## config.mk

```make
export PLATFORM = sky130hd
export DESIGN_NAME = mips_mem_arbiter
export DESIGN_NICKNAME = d
export VERILOG_FILES = /design/src/rtl/mips_mem_arbiter.sv
export SDC_FILE = /design/constraint.sdc
export NUM_CORES = 1
export LEC_CHECK = 0
export BUFFER_PORTS_ARGS = -buffer_cell sky130_fd_sc_hd__buf_4
export CAP_MARGIN = 20
export CORE_AREA = 2 2 104 106
export CTS_BUF_LIST = sky130_fd_sc_hd__clkbuf_16
export DETAILED_ROUTE_END_ITERATION = 8
export DIE_AREA = 0 0 106 108
export PLACE_DENSITY_LB_ADDON = 0.15
export SLEW_MARGIN = 30
export SYNTH_ARGS = -nofsm -noshare
export SYNTH_HDL_FRONTEND = slang
export SYNTH_SLANG_ARGS = --single-unit
```

## constraint.sdc

```tcl
create_clock -name clk -period 1.68 [get_ports clk]
set_input_delay 0.084 -clock clk [delete_from_list [all_inputs] [get_ports clk]]
set_output_delay 0.084 -clock clk [all_outputs]
set_load 0.02 [all_outputs]
```

## src/rtl/mips_mem_arbiter.sv

```systemverilog
// Arbiter sharing one single-port synchronous memory between MIPS instruction fetch and load/store.
// Data side has priority; a starvation counter forces a fetch grant after STARVE_MAX data wins.
module mips_mem_arbiter #(
    parameter int ADDR_W     = 32,
    parameter int DATA_W     = 32,
    parameter int STARVE_MAX = 4
) (
    input  logic              clk,
    input  logic              rst,
    input  logic              if_req_valid,
    input  logic [ADDR_W-1:0] if_req_addr,
    output logic              if_req_ready,
    output logic              if_rsp_valid,
    output logic [DATA_W-1:0] if_rsp_rdata,
    input  logic              d_req_valid,
    input  logic              d_req_we,
    input  logic [ADDR_W-1:0] d_req_addr,
    input  logic [DATA_W-1:0] d_req_wdata,
    output logic              d_req_ready,
    output logic              d_rsp_valid,
    output logic [DATA_W-1:0] d_rsp_rdata,
    output logic              mem_en,
    output logic              mem_we,
    output logic [ADDR_W-1:0] mem_addr,
    output logic [DATA_W-1:0] mem_wdata,
    input  logic [DATA_W-1:0] mem_rdata
);

    typedef enum logic {IDLE = 1'b0, RESP = 1'b1} state_t;

    localparam logic [3:0] STARVE_LIM = 4'(STARVE_MAX);

    state_t      state;
    state_t      state_next;
    logic [3:0]  starve_cnt;
    logic [3:0]  starve_next;
    logic        rsp_owner_d;
    logic        rsp_is_wr;
    logic        grant_if;
    logic        grant_d;

    // Grant selection: data wins unless fetch has waited through STARVE_MAX data grants.
    always_comb begin
        grant_if = 1'b0;
        grant_d  = 1'b0;
        if (rst) begin
            grant_if = 1'b0;
            grant_d  = 1'b0;
        end else if (if_req_valid && d_req_valid) begin
            if (starve_cnt == STARVE_LIM) begin
                grant_if = 1'b1;
            end else begin
                grant_d = 1'b1;
            end
        end else if (if_req_valid) begin
            grant_if = 1'b1;
        end else if (d_req_valid) begin
            grant_d = 1'b1;
        end else begin
            grant_if = 1'b0;
            grant_d  = 1'b0;
        end
    end

    // Memory drive from the winning port in the grant cycle.
    always_comb begin
        if_req_ready = grant_if;
        d_req_ready  = grant_d;
        mem_en       = grant_if | grant_d;
        mem_we       = 1'b0;
        mem_addr     = {ADDR_W{1'b0}};
        mem_wdata    = {DATA_W{1'b0}};
        if (grant_d) begin
            mem_we    = d_req_we;
            mem_addr  = d_req_addr;
            mem_wdata = d_req_wdata;
        end else if (grant_if) begin
            mem_addr  = if_req_addr;
        end else begin
            mem_we    = 1'b0;
        end
    end

    // Starvation count and next-state logic.
    always_comb begin
        starve_next = 4'd0;
        state_next  = IDLE;
        if (grant_d && if_req_valid) begin
            starve_next = (starve_cnt == STARVE_LIM) ? STARVE_LIM : starve_cnt + 4'd1;
        end else begin
            starve_next = 4'd0;
        end
        case (state)
            IDLE:    state_next = (grant_if || grant_d) ? RESP : IDLE;
            RESP:    state_next = (grant_if || grant_d) ? RESP : IDLE;
            default: state_next = IDLE;
        endcase
    end

    // State, starvation counter and response bookkeeping registers.
    always_ff @(posedge clk) begin
        if (rst) begin
            state       <= IDLE;
            starve_cnt  <= 4'd0;
            rsp_owner_d <= 1'b0;
            rsp_is_wr   <= 1'b0;
        end else begin
            state      <= state_next;
            starve_cnt <= starve_next;
            if (grant_if || grant_d) begin
                rsp_owner_d <= grant_d;
                rsp_is_wr   <= grant_d & d_req_we;
            end else begin
                rsp_owner_d <= rsp_owner_d;
                rsp_is_wr   <= rsp_is_wr;
            end
        end
    end

    // Response steering; gated by rst so an in-flight response is dropped on reset.
    always_comb begin
        if_rsp_valid = 1'b0;
        if_rsp_rdata = {DATA_W{1'b0}};
        d_rsp_valid  = 1'b0;
        d_rsp_rdata  = {DATA_W{1'b0}};
        if (!rst && state == RESP) begin
            if (rsp_owner_d) begin
                d_rsp_valid = 1'b1;
                d_rsp_rdata = rsp_is_wr ? {DATA_W{1'b0}} : mem_rdata;
            end else begin
                if_rsp_valid = 1'b1;
                if_rsp_rdata = mem_rdata;
            end
        end else begin
            if_rsp_valid = 1'b0;
            d_rsp_valid  = 1'b0;
        end
    end

endmodule

```

==> results of run 1 <==
==> registers in the layout (all words and copies together), names as in the netlist <==
signal	cells
rsp_is_wr	1
rsp_owner_d	1
state	1
starve_cnt	4
==> per-layer routing <==
metal  GRT usage  wire [µm]  part of all wire  vias up
li1            -          -                 -     1146
met1       0.119       2690              0.32     1040
met2       0.282       4770              0.57      158
met3      0.0301        818             0.098        4
met4      0.0244         68            0.0081        0
met5           0          0                 0        -
==> layout make-up <==
cell class / count / area (µm²) / area share
clock buffers: 3 / 75.1 / 0.0194
clock inverters: 1 / 3.75 / 0.000969
inverters: 5 / 18.8 / 0.00484
multi-input cells: 154 / 1150 / 0.298
flip-flops and latches: 7 / 143 / 0.0368
well taps: 136 / 170 / 0.0439
repair buffers: 281 / 2310 / 0.596
==> per-stage QoR <==
| stage | cell area (µm²) | power [mW] | setup TNS (ns) |
|---|---|---|---|
| 2_1_floorplan | 1380 | 0.502 | 0 |
| 3_3_place_gp | 3480 | 0.942 | -3.62 |
| 3_5_place_dp | 3480 | 0.944 | -4.51 |
| 4_1_cts | 3820 | 1.41 | -6.97 |
| 5_1_grt | 3870 | 1.49 | -11.31 |
| 6_report | 3870 | 1.42 | -6.48 |
==> kinds of logic after synthesis <==
| group | Yosys count | share of synthesized area |
|---|---|---|
| and+or+nand+nor | 111 | 0.510 |
| adders and majority gates | 2 | 0.0181 |
| xor gates and xnor gates | 2 | 0.0127 |
| buffers and inverters | 21 | 0.113 |
| DFF | 7 | 0.102 |
| AOI/OAI and AO/OA | 36 | 0.244 |
==> worst reg2reg max path, delay by kind of cell, from the launching register on <==
family                     cells  cell delay, ns
buffers and inverters          2            0.23
DFF                            1            0.31
adders and majority gates      1            0.14
AOI/OAI and AO/OA              2            0.60
and+or+nand+nor                1            0.10
==> where the power goes <==
group | leakage (nW) | total (mW) | internal, mW | switching [mW]
Clock | 0.0423 | 0.395 | 0.309 | 0.0860
Combinational | 1.98 | 0.845 | 0.479 | 0.366
Sequential | 0.0583 | 0.177 | 0.173 | 0.00383
==> cells in the final DEF, fill, tap and decap left out, drive strengths merged <==
| cell type | Yosys | final |
|---|---|---|
| a211oi | 1 | 1 |
| a21o | 1 | 1 |
| a22o | 33 | 33 |
| and2 | 97 | 97 |
| and3b | 1 | 1 |
| buf | 12 | 281 |
| clkbuf | 4 | 3 |
| dfxtp | 7 | 7 |
| ha | 2 | 2 |
| inv | 5 | 6 |
| nand3 | 1 | 1 |
| nand3b | 1 | 1 |
| nand4 | 1 | 1 |
| nor2 | 7 | 7 |
| nor2b | 1 | 1 |
| nor3 | 1 | 1 |
| nor3b | 1 | 1 |
| o211a | 1 | 4 |
| xnor2 | 1 | 1 |
| xor2 | 1 | 1 |
==> repair_timing <==
item | 4_1_cts | 5_1_grt
cloned | 5 | 1
resized for setup | 35 | 12
setup buffers | 5 | 2
hold endpoints to repair | 0 | 0
endpoints found under the setup margin | 66 | 67
pin swaps | 13 | 8
==> worst paths after layout <==
kind | to | slack (ns) | depth (start not counted)
max reg2reg | rsp_is_wr | 0.20 | 6
min | rsp_is_wr | 0.09 | 2
min reg2reg | rsp_owner_d | 0.51 | 1
max | mem_addr[22] | -0.13 | 7
==> metrics.md, run 1 <==
| Metric | Value |
|---|---|
| Hold-fix buffer count after cts | `0` |
| GRT Resource Usage Total | `0.129` |
| Number of hold violations in the final report | `0` |
| Total CTS buffers | `3` |
| Count of mapped cells out of synthesis | `approximately 180` |
| Yosys warning total | `0` |
| I/O pin count | `about 270` |
| Distinct cell type count after synthesis | `23` |
| Minimum setup slack after placement | `-0.102 ns` |
| Startpoint kind of the worst setup timing path | `flip-flop` |
| Sum of buffers and inverters on the critical path | `3` |
| Clk_lat worst skew | `between 0.2 and 0.25 ns` |
| Final std cells w/o fill | `a little under 600` |
| Vias in the first global route | `between 2,000 and 2,500` |
| Layout cells sized above 1 | `0.670` |
| Portion of synthesized cell area occupied by the leading cell type | `0.440` |
| Max-cap violation count | `0` |
| Count of input and output buffers | `between 200 and 300` |
| Largest cells by area after synthesis | `sky130_fd_sc_hd__and2_1, sky130_fd_sc_hd__a22o_1, sky130_fd_sc_hd__dfxtp_1` |
| Upper clock frequency limit | `around 550 MHz` |
| Outcome | `complete, but fails checks` |
| Number of remaining DRC errors | `0` |
| Number of vias in the routed layout | `~2,300` |
| Maximum VDD drop | `0.248 mV` |
| Leakage Power | `slightly above 2 nW` |
| Filler cell count | `approximately 1,000` |
| H-Tree Level Count | `1` |
| Number of flops mapped to enable cells by yosys | `0` |
| Std cell rows | `37` |
| Count of antenna diodes in the layout | `0` |
| Ys flop type | `sky130_fd_sc_hd__dfxtp_1` |
| Number of sinks on the clock net | `7` |
| Post-layout utilization of the core | `0.379` |
| Clock transition time at the flip-flop clock pins of the worst setup and hold paths | `0.04 ns` |
| Maximum number of pins on one net before global-route repair | `35` |
| Number of detailed-routing iterations run before antenna repair | `4` |
| Avg Cell Area, Syn | `~7.7 µm²` |
| Number of antenna violations at the first check in global routing | `0` |
| Clk root buf | `sky130_fd_sc_hd__clkbuf_16` |
| Delay contributed by the slowest stage of the critical path | `0.31 ns` |
| Number of cells after detailed placement | `around 570` |
| Cell taking the most area after synthesis | `sky130_fd_sc_hd__and2_1` |
| Type of the tightest min-delay check | `input pin to flip-flop` |
| Final setup slack of the worst path | `-0.128 ns` |
| Leading post-synthesis cells by instance count | `sky130_fd_sc_hd__and2_1, sky130_fd_sc_hd__a22o_1, sky130_fd_sc_hd__buf_6` |
| Critical path, cell by cell | `inv_2, ha_4, nand3b_4, buf_4, o211a_4, a22o_2, buf_4` |
| Clock buffer depth | `2` |
| Largest driver fanout on the critical path | `17` |
| Endpoint class of the critical path | `output port` |
| Failing checks | `negative setup slack` |
| Number of slew-limit violations in the final report | `0` |
| Detailed-route vias per instance | `~4.0` |
| Worst path arrival time | `~1.7 ns` |
| Sequential-to-total area share from yosys stat | `0.102` |
| Max_slew headroom | `0.769` |
| Final weighted congestion in routability-driven placement | `0.743` |
| Slowest cell on the critical path | `sky130_fd_sc_hd__dfxtp_2` |
| Drt first-iter violations | `74` |
| TritonCTS clock tree | `built` |
| Asr flop ratio synth | `0` |
| Net Count, Synth | `roughly 310` |
| Remaining antenna violation count | `0` |
| Area of the placeable core | `around 10,000 µm²` |
| Starting density of the core | `0.135` |
| DIE AREA | `11,400 µm²` |
| Wire length of the first global-routing pass | `11.6 mm` |
| Most used cell, CP | `sky130_fd_sc_hd__buf_4` |
| Setup repair after global routing missed its margin | `yes` |
| Startpoint of the most critical hold path | `d_req_we` |
| Transition at the pin with the smallest max-transition slack | `0.346 ns` |
| Timing startpoint of the critical path | `starve_cnt[0]` |
| Final HPWL DP | `a little over 6 mm` |
| Critical path data required time | `around 1.6 ns` |
| Final Net Count | `587` |
| Final global-route overflow total | `0` |
| Final Setup Violations | `66` |
| Most instantiated library cell after synthesis | `sky130_fd_sc_hd__and2_1` |
| Die Ht | `108 µm` |
| Power per cell area | `366 nW/µm²` |
| Worst setup path class | `flip-flop to output port` |
| Mapped cell area | `about 1400 µm²` |
| Detail-routed net length per standard cell | `~14 µm` |
| Die W | `106 µm` |
| Worst-case clock skew | `0.00266 ns` |
| Area growth, synth to finish | `181%` |
| Total of flip-flops plus latches after synthesis | `7` |
| Final cycle utilization of the critical path | `1.08` |
| Minimum clock period after layout | `between 1.5 and 2 ns` |
| Final Routed Wirelength | `about 8.3 mm` |
| Crit path max-delay family | `compound AO/OA/AOI/OAI gates` |
| Final Hold Slack | `around 0.095 ns` |
| Reg-to-reg critical path startpoint | `starve_cnt[0]` |
Note: power is estimated with default switching activity, not from simulation.
==> inputs of run 2 (changes only) <==
- BUFFER_PORTS_ARGS: -buffer_cell sky130_fd_sc_hd__buf_4 -> unset
- CTS_CLUSTER_DIAMETER: unset -> 30
- DONT_BUFFER_PORTS: unset -> 1
==> metrics.md, run 2 (synthesized netlist as in run 1, its figures left out) <==
| Metric | Value |
|---|---|
| Wire length of the first global-routing pass | `7.12 mm (-39%)` |
| Reg-to-reg critical path startpoint | `starve_cnt[0]` |
| Remaining antenna violation count | `0 (unchanged)` |
| I/O pin count | `267 (unchanged)` |
| Critical path data required time | `1.60 ns (about the same)` |
| Final setup slack of the worst path | `-0.0510 ns (+0.0770 ns)` |
| Final cycle utilization of the critical path | `1.03 (-0.0459)` |
| Minimum clock period after layout | `1.73 ns (-0.0770 ns)` |
| Commonest non-fill, non-tap cell in the layout | `sky130_fd_sc_hd__and2_1` |
| Worst-case clock skew | `0.00175 ns (-0.000904 ns)` |
| TritonCTS clock tree | `built` |
| Final Setup Violations | `49 (-26%)` |
| Number of cells after detailed placement | `307 (-46%)` |
| Failing checks | `negative setup slack` |
| Clock transition time at the flip-flop clock pins of the worst setup and hold paths | `0.04 ns (about the same)` |
| Clock buffer depth | `2 (unchanged)` |
| Startpoint kind of the worst setup timing path | `flip-flop` |
| Number of hold violations in the final report | `0 (unchanged)` |
| Area growth, synth to finish | `52.5%` |
| Post-layout power | `1.05 mW (-26%)` |
| Final Hold Slack | `0.0744 ns (-0.0203 ns)` |
| Register-to-register setup slack | `0.19 ns (about the same)` |
| Type of the tightest min-delay check | `input pin to flip-flop` |
| Area of the placeable core | `10,200 µm² (unchanged)` |
| Maximum VDD drop | `0.178 mV (-28%)` |
| Number of slew-limit violations in the final report | `0 (unchanged)` |
| Count of input and output buffers | `0 (-100%)` |
| GRT Resource Usage Total | `0.0840 (-0.0451)` |
| Final weighted congestion in routability-driven placement | `0.753 (+1.3%)` |
| Minimum setup slack after placement | `0.138 ns (+0.240 ns)` |
| Worst setup path class | `flip-flop to output port` |
| Final HPWL DP | `4.23 mm (-32%)` |
| Final Routed Wirelength | `5.46 mm (-35%)` |
| Vias in the first global route | `1,286 (-44%)` |
| Startpoint of the most critical hold path | `if_req_valid` |
| Max_slew headroom | `0.706 (-0.0634)` |
| Number of antenna violations at the first check in global routing | `0 (unchanged)` |
| Maximum number of pins on one net before global-route repair | `50 (+43%)` |
| Drt first-iter violations | `30 (-59%)` |
| Filler cell count | `1,104 (+5.4%)` |
| Die Ht | `108 µm (unchanged)` |
| Flip-flop count of the largest register, all copies and words added | `4 (unchanged)` |
| Total CTS buffers | `3 (unchanged)` |
| H-Tree Level Count | `1 (unchanged)` |
| Largest driver fanout on the critical path | `49 (+32)` |
| Fin Setup TNS | `-1.29 ns (+5.19 ns)` |
| Terminus of the critical flop-to-flop path | `rsp_is_wr` |
| Number of vias in the routed layout | `1,384 (-41%)` |
| Highest-count cells in the layout ignoring fill and taps | `sky130_fd_sc_hd__and2_1, sky130_fd_sc_hd__a22o_4, sky130_fd_sc_hd__and2_2, sky130_fd_sc_hd__and2_4, sky130_fd_sc_hd__nor2_1` |
| Max-cap violation count | `0 (unchanged)` |
| Register Area | `143 µm² (unchanged)` |
| Detailed-route vias per instance | `4.33 (+8.1%)` |
| Detail-routed net length per standard cell | `17.0 µm (+20%)` |
| Die W | `106 µm (unchanged)` |
| Worst setup endpoint | `mem_addr[2]` |
| Final Net Count | `320 (-45%)` |
| Number of remaining DRC errors | `0 (unchanged)` |
| Final global-route overflow total | `0 (unchanged)` |
| Post-Place Cell Area | `1500 µm² (-57%)` |
| Number of sinks on the clock net | `7 (unchanged)` |
| Layout cells sized above 1 | `0.505 (-0.164)` |
| Transition at the pin with the smallest max-transition slack | `0.440 ns (+0.0939 ns)` |
| Post-layout utilization of the core | `0.206 (-0.173)` |
| Cell area after layout | `2100 µm² (-46%)` |
| Combined area of the multi-input logic cells | `1430 µm² (+24%)` |
| Power per cell area | `498 nW/µm² (+36%)` |
| Outcome | `complete, but fails checks` |
| Endpoint class of the critical path | `output port` |
| Clk_lat worst skew | `0.23 ns (about the same)` |
| Number of detailed-routing iterations run before antenna repair | `4 (unchanged)` |
| Starting density of the core | `0.135 (unchanged)` |
| Reg with most FFs | `starve_cnt` |
| Timing startpoint of the critical path | `starve_cnt[0]` |
| Count of antenna diodes in the layout | `0 (unchanged)` |
| Upper clock frequency limit | `578 MHz (+4.4%)` |
| Clk root buf | `sky130_fd_sc_hd__clkbuf_16` |
| DIE AREA | `11,400 µm² (unchanged)` |
| Setup repair after global routing missed its margin | `yes` |
| Final std cells w/o fill | `320 (-45%)` |
| Std cell rows | `37 (unchanged)` |
| Worst-case reg-to-reg path depth | `6 (unchanged)` |
| Leakage Power | `0.920 nW (-56%)` |
| Worst path arrival time | `1.65 ns (-0.07 ns)` |
run 2: layer usage:
layer | routed length (µm) | track usage
met1 | 1610 | 0.0778
met2 | 2920 | 0.155
met3 | 606 | 0.0205
met4 | 315 | 0.0714
met5 | 0 | 0
run 2: worst max-delay path, cell delays in order (launching register included):
cell,delay [ns]
sky130_fd_sc_hd__dfxtp_2,0.31
sky130_fd_sc_hd__inv_2,0.06
sky130_fd_sc_hd__ha_4,0.13
sky130_fd_sc_hd__nand3b_4,0.10
sky130_fd_sc_hd__o211a_4,0.28
sky130_fd_sc_hd__buf_12,0.19
sky130_fd_sc_hd__a22o_4,0.31
run 2: worst min-delay path by stage:
| stage | cells after the start | end | slack, ns |
|---|---|---|---|
| 2_1_floorplan | 1 | state | 0.16 |
| 3_3_place_gp | 1 | state | 0.16 |
| 3_5_place_dp | 1 | state | 0.17 |
| 4_1_cts | 2 | starve_cnt[0] | 0.08 |
| 5_1_grt | 2 | starve_cnt[1] | 0.11 |
| 6_report | 2 | starve_cnt[1] | 0.07 |
run 2: what timing repair did:
item | 4_1_cts | 5_1_grt
endpoints found under the setup margin | 65 | 62
hold endpoints to repair | 2 | 0
pin swaps | 3 | 9
resized for setup | 94 | 3
hold buffers | 3 | 0
setup buffers | 2 | 0
gates cloned | 4 | 0
run 2: layout make-up:
class | instances | area share
Sequential cell | 7 | 0.0678
Inverter | 5 | 0.00892
Timing Repair Buffer | 17 | 0.127
Clock buffer | 3 | 0.0357
Multi-Input combinational cell | 151 | 0.678
Clock inverter | 1 | 0.00178
Tap cell | 136 | 0.0809
run 2: report_power, final:
group | internal (mW) | switching, mW | total [mW] | leakage, nW
Clock | 0.310 | 0.0943 | 0.404 | 0.0423
Sequential | 0.173 | 0.00408 | 0.177 | 0.0583
Combinational | 0.198 | 0.269 | 0.467 | 0.820
==> inputs of run 3 (changes only) <==
- SETUP_SLACK_MARGIN: unset -> 0.05
==> metrics.md, run 3 (synthesized netlist as in run 1, its figures left out) <==
| Metric | Value |
|---|---|
| Fin Setup TNS | `-1.30 ns (-0.00810 ns)` |
| Upper clock frequency limit | `578 MHz (about the same)` |
| Number of slew-limit violations in the final report | `0 (unchanged)` |
| Detail-routed net length per standard cell | `17.0 µm (-0.11%)` |
| Met3 track demand over resource in global routing | `0.0205 (unchanged)` |
| Flip-flop count of the largest register, all copies and words added | `4 (unchanged)` |
| Final cycle utilization of the critical path | `1.03 (about the same)` |
| Count of input and output buffers | `0 (unchanged)` |
| Starting density of the core | `0.135 (unchanged)` |
| H-Tree Level Count | `1 (unchanged)` |
| Maximum VDD drop | `0.178 mV (+0.10%)` |
| Number of antenna violations at the first check in global routing | `0 (unchanged)` |
| Transition at the pin with the smallest max-transition slack | `0.440 ns (+0.000197 ns)` |
| Vias in the first global route | `1,285 (-0.078%)` |
| Failing checks | `negative setup slack` |
| Drt first-iter violations | `33 (+10%)` |
| Post-Place Cell Area | `1500 µm² (unchanged)` |
| Worst setup path class | `flip-flop to output port` |
| Max-cap violation count | `0 (unchanged)` |
| Wire length of the first global-routing pass | `7.12 mm (unchanged)` |
| Leakage Power | `0.923 nW (+0.31%)` |
| Power per cell area | `497 nW/µm² (-0.33%)` |
| Gr busiest metal | `met2` |
| Area growth, synth to finish | `53.3%` |
| Number of vias in the routed layout | `1,396 (+0.87%)` |
| Cell area after layout | `2120 µm² (+0.54%)` |
| Final Hold Slack | `0.0744 ns (+0.000000300 ns)` |
| Final Net Count | `320 (unchanged)` |
| Number of hold violations in the final report | `0 (unchanged)` |
| Minimum clock period after layout | `1.73 ns (+0.000169 ns)` |
| Total CTS buffers | `3 (unchanged)` |
| Final setup slack of the worst path | `-0.0512 ns (-0.000169 ns)` |
| Reg with most FFs | `starve_cnt` |
| Worst-case clock skew | `0.00175 ns (unchanged)` |
| Final Setup Violations | `49 (unchanged)` |
| GRT Resource Usage Total | `0.0840 (unchanged)` |
| Clock transition time at the flip-flop clock pins of the worst setup and hold paths | `0.04 ns (about the same)` |
| Max_slew headroom | `0.705 (about the same)` |
| Clock buffer depth | `2 (unchanged)` |
| Die W | `106 µm (unchanged)` |
| Delay contributed by the slowest stage of the critical path | `0.31 ns (about the same)` |
| Final global-route overflow total | `0 (unchanged)` |
| DIE AREA | `11,400 µm² (unchanged)` |
| Largest driver fanout on the critical path | `49 (unchanged)` |
| Std cell rows | `37 (unchanged)` |
| Clk_lat worst skew | `0.23 ns (about the same)` |
| Highest-count cells in the layout ignoring fill and taps | `sky130_fd_sc_hd__and2_1, sky130_fd_sc_hd__a22o_4, sky130_fd_sc_hd__and2_2, sky130_fd_sc_hd__and2_4, sky130_fd_sc_hd__nor2_1` |
| Commonest non-fill, non-tap cell in the layout | `sky130_fd_sc_hd__and2_1` |
| Clk root buf | `sky130_fd_sc_hd__clkbuf_16` |
| Slowest cell on the critical path | `sky130_fd_sc_hd__dfxtp_2` |
| Number of sinks on the clock net | `7 (unchanged)` |
| Layout cells sized above 1 | `0.505 (unchanged)` |
| Setup repair after global routing missed its margin | `yes` |
| GRT met2 Usage | `0.155 (unchanged)` |
| Startpoint kind of the worst setup timing path | `flip-flop` |
| Type of the tightest min-delay check | `input pin to flip-flop` |
| Met1 demand-to-capacity share in global routing | `0.0778 (unchanged)` |
| I/O pin count | `267 (unchanged)` |
| Count of antenna diodes in the layout | `0 (unchanged)` |
| Worst path arrival time | `1.65 ns (about the same)` |
| Final weighted congestion in routability-driven placement | `0.753 (unchanged)` |
| Die Ht | `108 µm (unchanged)` |
| Final Routed Wirelength | `5.45 mm (-0.11%)` |
| Critical path data required time | `1.60 ns (about the same)` |
| TritonCTS clock tree | `built` |
| Number of detailed-routing iterations run before antenna repair | `4 (unchanged)` |
| Area of the placeable core | `10,200 µm² (unchanged)` |
| Detailed-route vias per instance | `4.36 (+0.87%)` |
| Number of remaining DRC errors | `0 (unchanged)` |
| Final HPWL DP | `4.23 mm (unchanged)` |
| Endpoint class of the critical path | `output port` |
| Remaining antenna violation count | `0 (unchanged)` |
| Outcome | `complete, but fails checks` |
| Critical path, cell by cell | `inv_2, ha_4, nand3b_4, o211a_4, buf_12, a22o_4` |
| Maximum number of pins on one net before global-route repair | `50 (unchanged)` |
[run 3: cell count changes in the layout (fill, tap and decap cells not counted)]
cell,before,now
sky130_fd_sc_hd__buf_8,0,1
sky130_fd_sc_hd__buf_4,6,4
sky130_fd_sc_hd__buf_6,1,2
[run 3: area by class of cell]
| class | count | area, µm² |
|---|---|---|
| well taps | 136 | 170 |
| flip-flops and latches | 7 | 143 |
| clock inverters | 1 | 3.75 |
| repair buffers | 17 | 278 |
| clock buffers | 3 | 75.1 |
| fillers | 1103 | 8120 |
| inverters | 5 | 18.8 |
| multi-input cells | 151 | 1430 |
[run 3: path summary, 6_finish.rpt]
path | startpoint | to | slack, ns | cells after the start
max | starve_cnt[0] | mem_addr[2] | -0.05 | 6
min reg2reg | rsp_owner_d | rsp_owner_d | 0.51 | 1
min | if_req_valid | starve_cnt[1] | 0.07 | 2
max reg2reg | starve_cnt[0] | rsp_is_wr | 0.19 | 6
[run 3: power by group]
part           leakage (nW)  internal (mW)  total (mW)  switching (mW)
Sequential           0.0583          0.173       0.177         0.00408
Clock                0.0423          0.310       0.404          0.0943
Combinational         0.823          0.200       0.469           0.270
[run 3: per-stage QoR]
stage                     setup slack, ns   util  total power, mW  instances
after CTS                         -0.0638  0.205             1.07        320
after floorplan                    0.0616      -            0.502        179
final                             -0.0512  0.207             1.05        320
after detailed placement            0.138  0.146            0.528        307
after global placement              0.123  0.146            0.531        307
after global routing              -0.0994  0.207             1.10        320
[run 3: critical path, delay by kind of cell (launching register included)]
family	cells	cell delay [ns]
AO/OA/AOI/OAI	2	0.59
buffers and inverters	2	0.25
adder cells (fa/ha/maj)	1	0.13
AND/OR/NAND/NOR	1	0.10
flip-flops	1	0.31
[run 3: what timing repair did]
item                                   4_1_cts  5_1_grt
hold buffers                                 3        0
gates resized for setup                     94        6
endpoints found under the hold margin        2        0
setup endpoints to repair                   66       95
setup buffers                                2        0
pin swaps                                   13        2
cloned                                       4        0
[run 3: metal layers]
metal,up-vias,share of wire
li1,608,-
met1,624,0.29
met2,150,0.54
met3,14,0.11
met4,0,0.058
met5,-,0
